<file path="config.mk">
export PLATFORM = sky130hd
export DESIGN_NAME = rq_cfg_route_stage
export DESIGN_NICKNAME = d
export VERILOG_FILES = /design/src/rtl/rq_cfg_route_stage.sv
export SDC_FILE = /design/constraint.sdc
export NUM_CORES = 2
export LEC_CHECK = 0
export CORE_AREA = 2 2 569 571
export DETAILED_ROUTE_END_ITERATION = 6
export DIE_AREA = 0 0 571 573
export PLACE_DENSITY_LB_ADDON = 0.05
export SYNTH_ARGS = -nofsm -noshare
export SYNTH_HDL_FRONTEND = slang
export SYNTH_SLANG_ARGS = --single-unit
</file>
<file path="constraint.sdc">
create_clock -name user_clk -period 43.9 [get_ports user_clk]
set_input_delay 6.585 -clock user_clk [delete_from_list [all_inputs] [get_ports user_clk]]
set_output_delay 6.585 -clock user_clk [all_outputs]
set_load 0.02 [all_outputs]
</file>
<file path="src/rtl/rq_cfg_route_stage.sv">
// Registered RQ stage ahead of the Type 1 -> Type 0 converter: classifies config
// requests by bus number, tags every beat with a route code and drops out-of-range ones.
module rq_cfg_route_stage #(
  parameter int IF_WIDTH       = 512,
  parameter int TKEEP_WIDTH    = 16,
  parameter int RQ_TUSER_WIDTH = 183
) (
  input  logic                      user_clk,
  input  logic                      user_reset,
  input  logic [7:0]                sec_bus,
  input  logic [7:0]                sub_bus,
  input  logic [IF_WIDTH-1:0]       s_axis_rq_tdata,
  input  logic [TKEEP_WIDTH-1:0]    s_axis_rq_tkeep,
  input  logic                      s_axis_rq_tlast,
  input  logic [RQ_TUSER_WIDTH-1:0] s_axis_rq_tuser,
  input  logic                      s_axis_rq_tvalid,
  output logic                      s_axis_rq_tready,
  output logic [IF_WIDTH-1:0]       m_axis_rq_tdata,
  output logic [TKEEP_WIDTH-1:0]    m_axis_rq_tkeep,
  output logic                      m_axis_rq_tlast,
  output logic [RQ_TUSER_WIDTH-1:0] m_axis_rq_tuser,
  output logic                      m_axis_rq_tvalid,
  input  logic                      m_axis_rq_tready,
  output logic [1:0]                select,
  output logic                      drop_pulse,
  output logic [15:0]               drop_count
);

  localparam int BW = 2 + RQ_TUSER_WIDTH + 1 + TKEEP_WIDTH + IF_WIDTH;

  typedef enum logic [1:0] {
    ST_SOP  = 2'b00,
    ST_PASS = 2'b01,
    ST_DROP = 2'b10
  } state_e;

  // Unsigned compare; with sub < sec the forward window is empty, so only bus == sec survives.
  function automatic logic [1:0] route_code(input logic [3:0] req_type, input logic [7:0] bus,
                                            input logic [7:0] sec, input logic [7:0] sub);
    logic [1:0] code;
    if (!((req_type == 4'b1010) || (req_type == 4'b1011))) begin
      code = 2'b00;
    end else if (bus == sec) begin
      code = 2'b01;
    end else if ((bus > sec) && (bus <= sub)) begin
      code = 2'b10;
    end else begin
      code = 2'b11;
    end
    return code;
  endfunction

  state_e          state_q, state_d;
  logic [1:0]      code_q, code_d;
  logic            tready_q, tready_d;
  logic            out_valid_q, out_valid_d;
  logic [BW-1:0]   out_beat_q, out_beat_d;
  logic            skid_valid_q, skid_valid_d;
  logic [BW-1:0]   skid_beat_q, skid_beat_d;
  logic            drop_pulse_q, drop_pulse_d;
  logic [15:0]     drop_count_q, drop_count_d;

  logic            accept;
  logic            enq;
  logic            drop_sop;
  logic [1:0]      sop_code;
  logic [1:0]      beat_sel;
  logic            out_free;
  logic [BW-1:0]   in_beat;

  // Packet FSM: classify on SOP, then pass or swallow the remaining beats.
  always_comb begin
    state_d  = state_q;
    code_d   = code_q;
    enq      = 1'b0;
    drop_sop = 1'b0;
    beat_sel = code_q;
    accept   = s_axis_rq_tvalid && tready_q;
    sop_code = route_code(s_axis_rq_tdata[78:75], s_axis_rq_tdata[119:112], sec_bus, sub_bus);
    case (state_q)
      ST_SOP: begin
        beat_sel = sop_code;
        if (accept) begin
          if (sop_code == 2'b11) begin
            drop_sop = 1'b1;
            state_d  = s_axis_rq_tlast ? ST_SOP : ST_DROP;
          end else begin
            enq     = 1'b1;
            code_d  = sop_code;
            state_d = s_axis_rq_tlast ? ST_SOP : ST_PASS;
          end
        end else begin
          state_d = ST_SOP;
        end
      end
      ST_PASS: begin
        if (accept) begin
          enq     = 1'b1;
          state_d = s_axis_rq_tlast ? ST_SOP : ST_PASS;
        end else begin
          state_d = ST_PASS;
        end
      end
      ST_DROP: begin
        if (accept && s_axis_rq_tlast) begin
          state_d = ST_SOP;
        end else begin
          state_d = ST_DROP;
        end
      end
      default: begin
        state_d = ST_SOP;
      end
    endcase
  end

  assign in_beat = {beat_sel, s_axis_rq_tuser, s_axis_rq_tlast, s_axis_rq_tkeep, s_axis_rq_tdata};

  // Two-slot skid buffer; the skid slot only fills while the output register is stalled.
  always_comb begin
    out_valid_d  = out_valid_q;
    out_beat_d   = out_beat_q;
    skid_valid_d = skid_valid_q;
    skid_beat_d  = skid_beat_q;
    out_free     = m_axis_rq_tready || !out_valid_q;
    if (out_free) begin
      if (skid_valid_q) begin
        out_valid_d = 1'b1;
        out_beat_d  = skid_beat_q;
        if (enq) begin
          skid_beat_d = in_beat;
        end else begin
          skid_valid_d = 1'b0;
        end
      end else if (enq) begin
        out_valid_d = 1'b1;
        out_beat_d  = in_beat;
      end else begin
        out_valid_d = 1'b0;
      end
    end else begin
      if (enq) begin
        skid_valid_d = 1'b1;
        skid_beat_d  = in_beat;
      end else begin
        skid_valid_d = skid_valid_q;
      end
    end
    tready_d = !skid_valid_d;
  end

  // Drop reporting: one pulse per dropped packet, saturating counter.
  always_comb begin
    drop_pulse_d = drop_sop;
    if (drop_sop && (drop_count_q != 16'hFFFF)) begin
      drop_count_d = drop_count_q + 16'd1;
    end else begin
      drop_count_d = drop_count_q;
    end
  end

  // State and datapath registers.
  always_ff @(posedge user_clk or posedge user_reset) begin
    if (user_reset) begin
      state_q      <= ST_SOP;
      code_q       <= 2'b00;
      tready_q     <= 1'b0;
      out_valid_q  <= 1'b0;
      out_beat_q   <= {BW{1'b0}};
      skid_valid_q <= 1'b0;
      skid_beat_q  <= {BW{1'b0}};
      drop_pulse_q <= 1'b0;
      drop_count_q <= 16'h0000;
    end else begin
      state_q      <= state_d;
      code_q       <= code_d;
      tready_q     <= tready_d;
      out_valid_q  <= out_valid_d;
      out_beat_q   <= out_beat_d;
      skid_valid_q <= skid_valid_d;
      skid_beat_q  <= skid_beat_d;
      drop_pulse_q <= drop_pulse_d;
      drop_count_q <= drop_count_d;
    end
  end

  assign s_axis_rq_tready = tready_q;
  assign m_axis_rq_tvalid = out_valid_q;
  assign {select, m_axis_rq_tuser, m_axis_rq_tlast, m_axis_rq_tkeep, m_axis_rq_tdata} = out_beat_q;
  assign drop_pulse       = drop_pulse_q;
  assign drop_count       = drop_count_q;

endmodule

</file>
==> results list <==
- The worst path in the final design needs a cycle of 13650 ps, including I/O delays and setup.
- During placement, the flow inserted port buffers numbering 1464.
* Most repeated cell in the gate-level netlist after synthesis: sky130_fd_sc_hd__dfrtp_1
- The run finished with clean final reports.
* Cell area power density: 81.74 nW/um^2
- Headroom to the max-slew limit came out at 29.51%.
- Layout overhead on the synthesized area: 40.12%
- After synthesis, the share of cell area in mux cells is 38.17%.
* Hold Violations, Final: 0
* Hold Path Class: reg -> reg
* Final setup violation count: 0
* # clock sinks: 1452
- The wire-length estimate of the detail-placed layout is 191900 um.
* Wire length on met2: 126800 um
* Core area: 320400 sq um
- Layout fillers: 32710
- Sequential elements use 57.53% of the synthesized area.
* Synthesized area per cell: 15.86 sq um
- Number of search-and-repair iterations in the first detailed-routing pass: 4
- Netlist area before placement: 63160 sq um
- Ranked by instance count, the synthesized netlist is headed by sky130_fd_sc_hd__dfrtp_1, sky130_fd_sc_hd__mux2_2, sky130_fd_sc_hd__mux2_1.
- Number of enable flip-flop cells after synthesis: 0
* Unrepaired setup endpoints after global routing: false
- In this run the top signal layer used is met5.
* DR WL met3: 33050 um
* Worst-Margin Slew: 1057 ps
- The via count of the first global-routing pass came to 41930.
- Parity-gate share of the synthesized area counting xor and xnor cells: 0.2080%
- After detailed routing, the wire length on met1 is 95170 um.
- The final critical path takes up 31.09% of the cycle.
- Synthesis produced 3983 cells.
- DRC Markers: 0
- Post-CTS setup-driven buffer insertion count: 0
- The biggest area contributor in the post-synthesis netlist is sky130_fd_sc_hd__dfrtp_1.
- Total number of vias: 39520
- The synthesized netlist devotes 0.3942% of its cell area to compound gates.
- After floorplanning, the core was divided into 208 placement rows.
- Max-cap violations in this run came to 0.
- Data required time of the worst path: 44610 ps
* Vias per Instance: 3.974
* Total global routing overflow: 0
- Post-CTS Hold Fix Bufs: 0
* Max Slew Vio Count: 0
- Setup Crit Path Kind: in -> reg
* Clock Latency Late Sink: 850 ps
- Maximum fanout encountered on the critical timing path: 61
* Number of placed I/O pins: 1465
* Synthesized-area fraction occupied by and/or/nand/nor cells: 0.5032%
- The die is 571 um wide.
* Cell at the root of the clock tree: sky130_fd_sc_hd__clkbuf_16
- Hold is met by 480.0 ps.
* Reported leakage power: 35.24 nW
* Number of storage elements in the synthesis netlist: 1452
- After the first detailed-routing iteration, the DRC count stood at 1322.
- DIE AREA: 327200 sq um
- Setup tns final: 0 ps
- The clock passes through at most 4 buffers.
- Clock tree synthesis inserted a total of 196 buffers.
* Final Wtd Congestion: 0.7746
* Number of warnings printed during yosys synthesis: 0
* Worst-case clock skew: 41.86 ps
* Leading post-synthesis cells by cell area: sky130_fd_sc_hd__dfrtp_1, sky130_fd_sc_hd__mux2_2, sky130_fd_sc_hd__mux2_1
* Pin count of the biggest net entering global routing: 152
* Type of destination of the critical path: flip-flop
- Yosys top cell area share: 57.53%
- After Yosys synthesis, full adders, half adders and majority gates account for 0.3368% of the synthesized area.
- Maximum VDD drop: 0.03994 mV
* TritonCTS clock tree: yes
* H-Tree Level Count: 4
- For this run, asynchronously set or reset flops after synthesis account for 100.0%.
- Clock-pin slew was measured on the worst setup and hold paths at 50 ps.
- Antenna violations before repair: 200
* Number of nets in the synthesized netlist: 4732
- For the worst setup path, the data arrival time is 14360 ps.
- The final layout contains routed wiring with a total length of 263100 um.
- Die Y-Extent: 573 um
- Across every metal layer, demand over resource in global routing totals 15.67%.
- After clock tree synthesis, the repair step resized 0 gates.
* Highest clock rate: 73.26 MHz
- Nets: 6207
- Combinational family with the most area after synthesis: multiplexers
* Main synth FF type: sky130_fd_sc_hd__dfrtp_1
* Launching element type of the critical path: input port
* Routed wire length per instance: 26.46 um
- The first global-routing pass estimated 359900 um of wire.
- Share of final-layout standard cells stronger than drive strength 1: 31.77%
* Initial standard-cell utilization of the core: 19.71%
* DRT antenna net count: 0
- Yosys cell types: 41
[metal layers]
layer / vias to the layer above / global-route usage (%)
met5: - / 0
met3: 554 / 9.103
li1: 17440 / -
met1: 20020 / 16.41
met2: 1365 / 26.81
met4: 146 / 3.541
[placed cells by master, fill, tap and decap left out, types with 3 or more instances in the layout]
master / synthesis / final
sky130_fd_sc_hd__a21oi_1: 12 / 12
sky130_fd_sc_hd__buf_12: 0 / 10
sky130_fd_sc_hd__buf_4: 25 / 44
sky130_fd_sc_hd__bufinv_16: 0 / 6
sky130_fd_sc_hd__clkbuf_1: 85 / 62
sky130_fd_sc_hd__clkbuf_16: 0 / 198
sky130_fd_sc_hd__clkbuf_8: 0 / 56
sky130_fd_sc_hd__clkdlybuf4s50_1: 0 / 1464
sky130_fd_sc_hd__clkinv_2: 0 / 14
sky130_fd_sc_hd__clkinvlp_4: 0 / 3
sky130_fd_sc_hd__dfrtp_1: 1452 / 1451
sky130_fd_sc_hd__diode_2: 0 / 34
sky130_fd_sc_hd__ha_1: 17 / 17
sky130_fd_sc_hd__inv_1: 22 / 21
sky130_fd_sc_hd__inv_16: 0 / 3
sky130_fd_sc_hd__mux2_1: 706 / 706
sky130_fd_sc_hd__mux2_2: 1433 / 1433
sky130_fd_sc_hd__nand2_1: 14 / 14
sky130_fd_sc_hd__nand3_1: 5 / 5
sky130_fd_sc_hd__nand4_1: 9 / 9
sky130_fd_sc_hd__nor2_1: 12 / 12
sky130_fd_sc_hd__nor2b_1: 3 / 3
sky130_fd_sc_hd__nor3_1: 3 / 3
sky130_fd_sc_hd__nor4_1: 9 / 9
sky130_fd_sc_hd__o21ai_0: 3 / 3
sky130_fd_sc_hd__xnor2_1: 6 / 6
sky130_fd_sc_hd__xor2_1: 9 / 9
[logic make-up after synthesis]
kind of cell	Yosys count
AO/OA/AOI/OAI	33
XOR/XNOR	15
adder cells (fa/ha/maj)	17
buffers and inverters	263
flip-flops	1452
multiplexers	2141
AND/OR/NAND/NOR	62
[critical path, cell delays in order]
cell,delay [ps]
sky130_fd_sc_hd__clkdlybuf4s50_1,810
sky130_fd_sc_hd__ha_1,350
sky130_fd_sc_hd__nor2b_1,140
sky130_fd_sc_hd__o211ai_1,180
sky130_fd_sc_hd__a21oi_1,100
sky130_fd_sc_hd__o22ai_2,200
sky130_fd_sc_hd__o21ai_4,90
sky130_fd_sc_hd__buf_4,240
sky130_fd_sc_hd__o221ai_4,320
sky130_fd_sc_hd__buf_4,680
sky130_fd_sc_hd__buf_4,750
sky130_fd_sc_hd__buf_4,710
sky130_fd_sc_hd__buf_4,860
sky130_fd_sc_hd__buf_4,750
sky130_fd_sc_hd__buf_4,820
sky130_fd_sc_hd__mux2_1,390
[sequential cells by signal, indices dropped and copies added, names as in the netlist]
name              count
skid_valid_q          1
drop_pulse            1
state_q               2
skid_beat_q         714
drop_count           16
code_q                2
out_beat_q          714
m_axis_rq_tvalid      1
s_axis_rq_tready      1
[final timing paths]
| path | start | endpoint | slack [ps] | cells after the start |
|---|---|---|---|---|
| setup / recovery | s_axis_rq_tdata[113] | skid_beat_q[265] | 30250 | 16 |
| hold / removal | out_beat_q[159] | out_beat_q[159] | 480 | 1 |
| setup reg to reg | skid_valid_q | skid_beat_q[265] | 37290 | 8 |
| hold reg to reg | out_beat_q[159] | out_beat_q[159] | 480 | 1 |
| max in group asynchronous | user_reset | out_beat_q[303] | 31540 | 9 |
| min in group asynchronous | user_reset | out_beat_q[635] | 6260 | 2 |
[report_power, final]
| part | switching, mW | internal (mW) | total, mW |
|---|---|---|---|
| clock | 0.652 | 0.958 | 1.61 |
| combinational | 1.62 | 1.63 | 3.24 |
| sequential | 0.344 | 2.04 | 2.38 |
| total | 2.61 | 4.62 | 7.23 |
[cell type report]
class	instances	area (sq um)	area share (%)
tap	4305	5386	6.087
clock buffer	316	5958	6.733
antenna	34	85.08	0.09614
sequential	1452	36340	41.06
multi-input combinational	2268	25050	28.31
clock inverter	30	405.4	0.4581
timing repair buffer	1518	15180	17.16
inverter	22	86.33	0.09756
[metrics by stage]
stage	util, %	cells	power [mW]	worst slack, ps	cell area [sq um]
2_1_floorplan	-	3983	4.305	17210	63160
3_3_place_gp	25.61	9565	5.727	29170	82050
3_5_place_dp	25.61	9565	5.758	29150	82050
4_1_cts	27.60	9911	7.445	30090	88410
5_1_grt	27.60	9917	7.697	29760	88420
6_report	27.62	9945	7.233	30250	88490
Note: power is estimated with default switching activity, not from simulation.
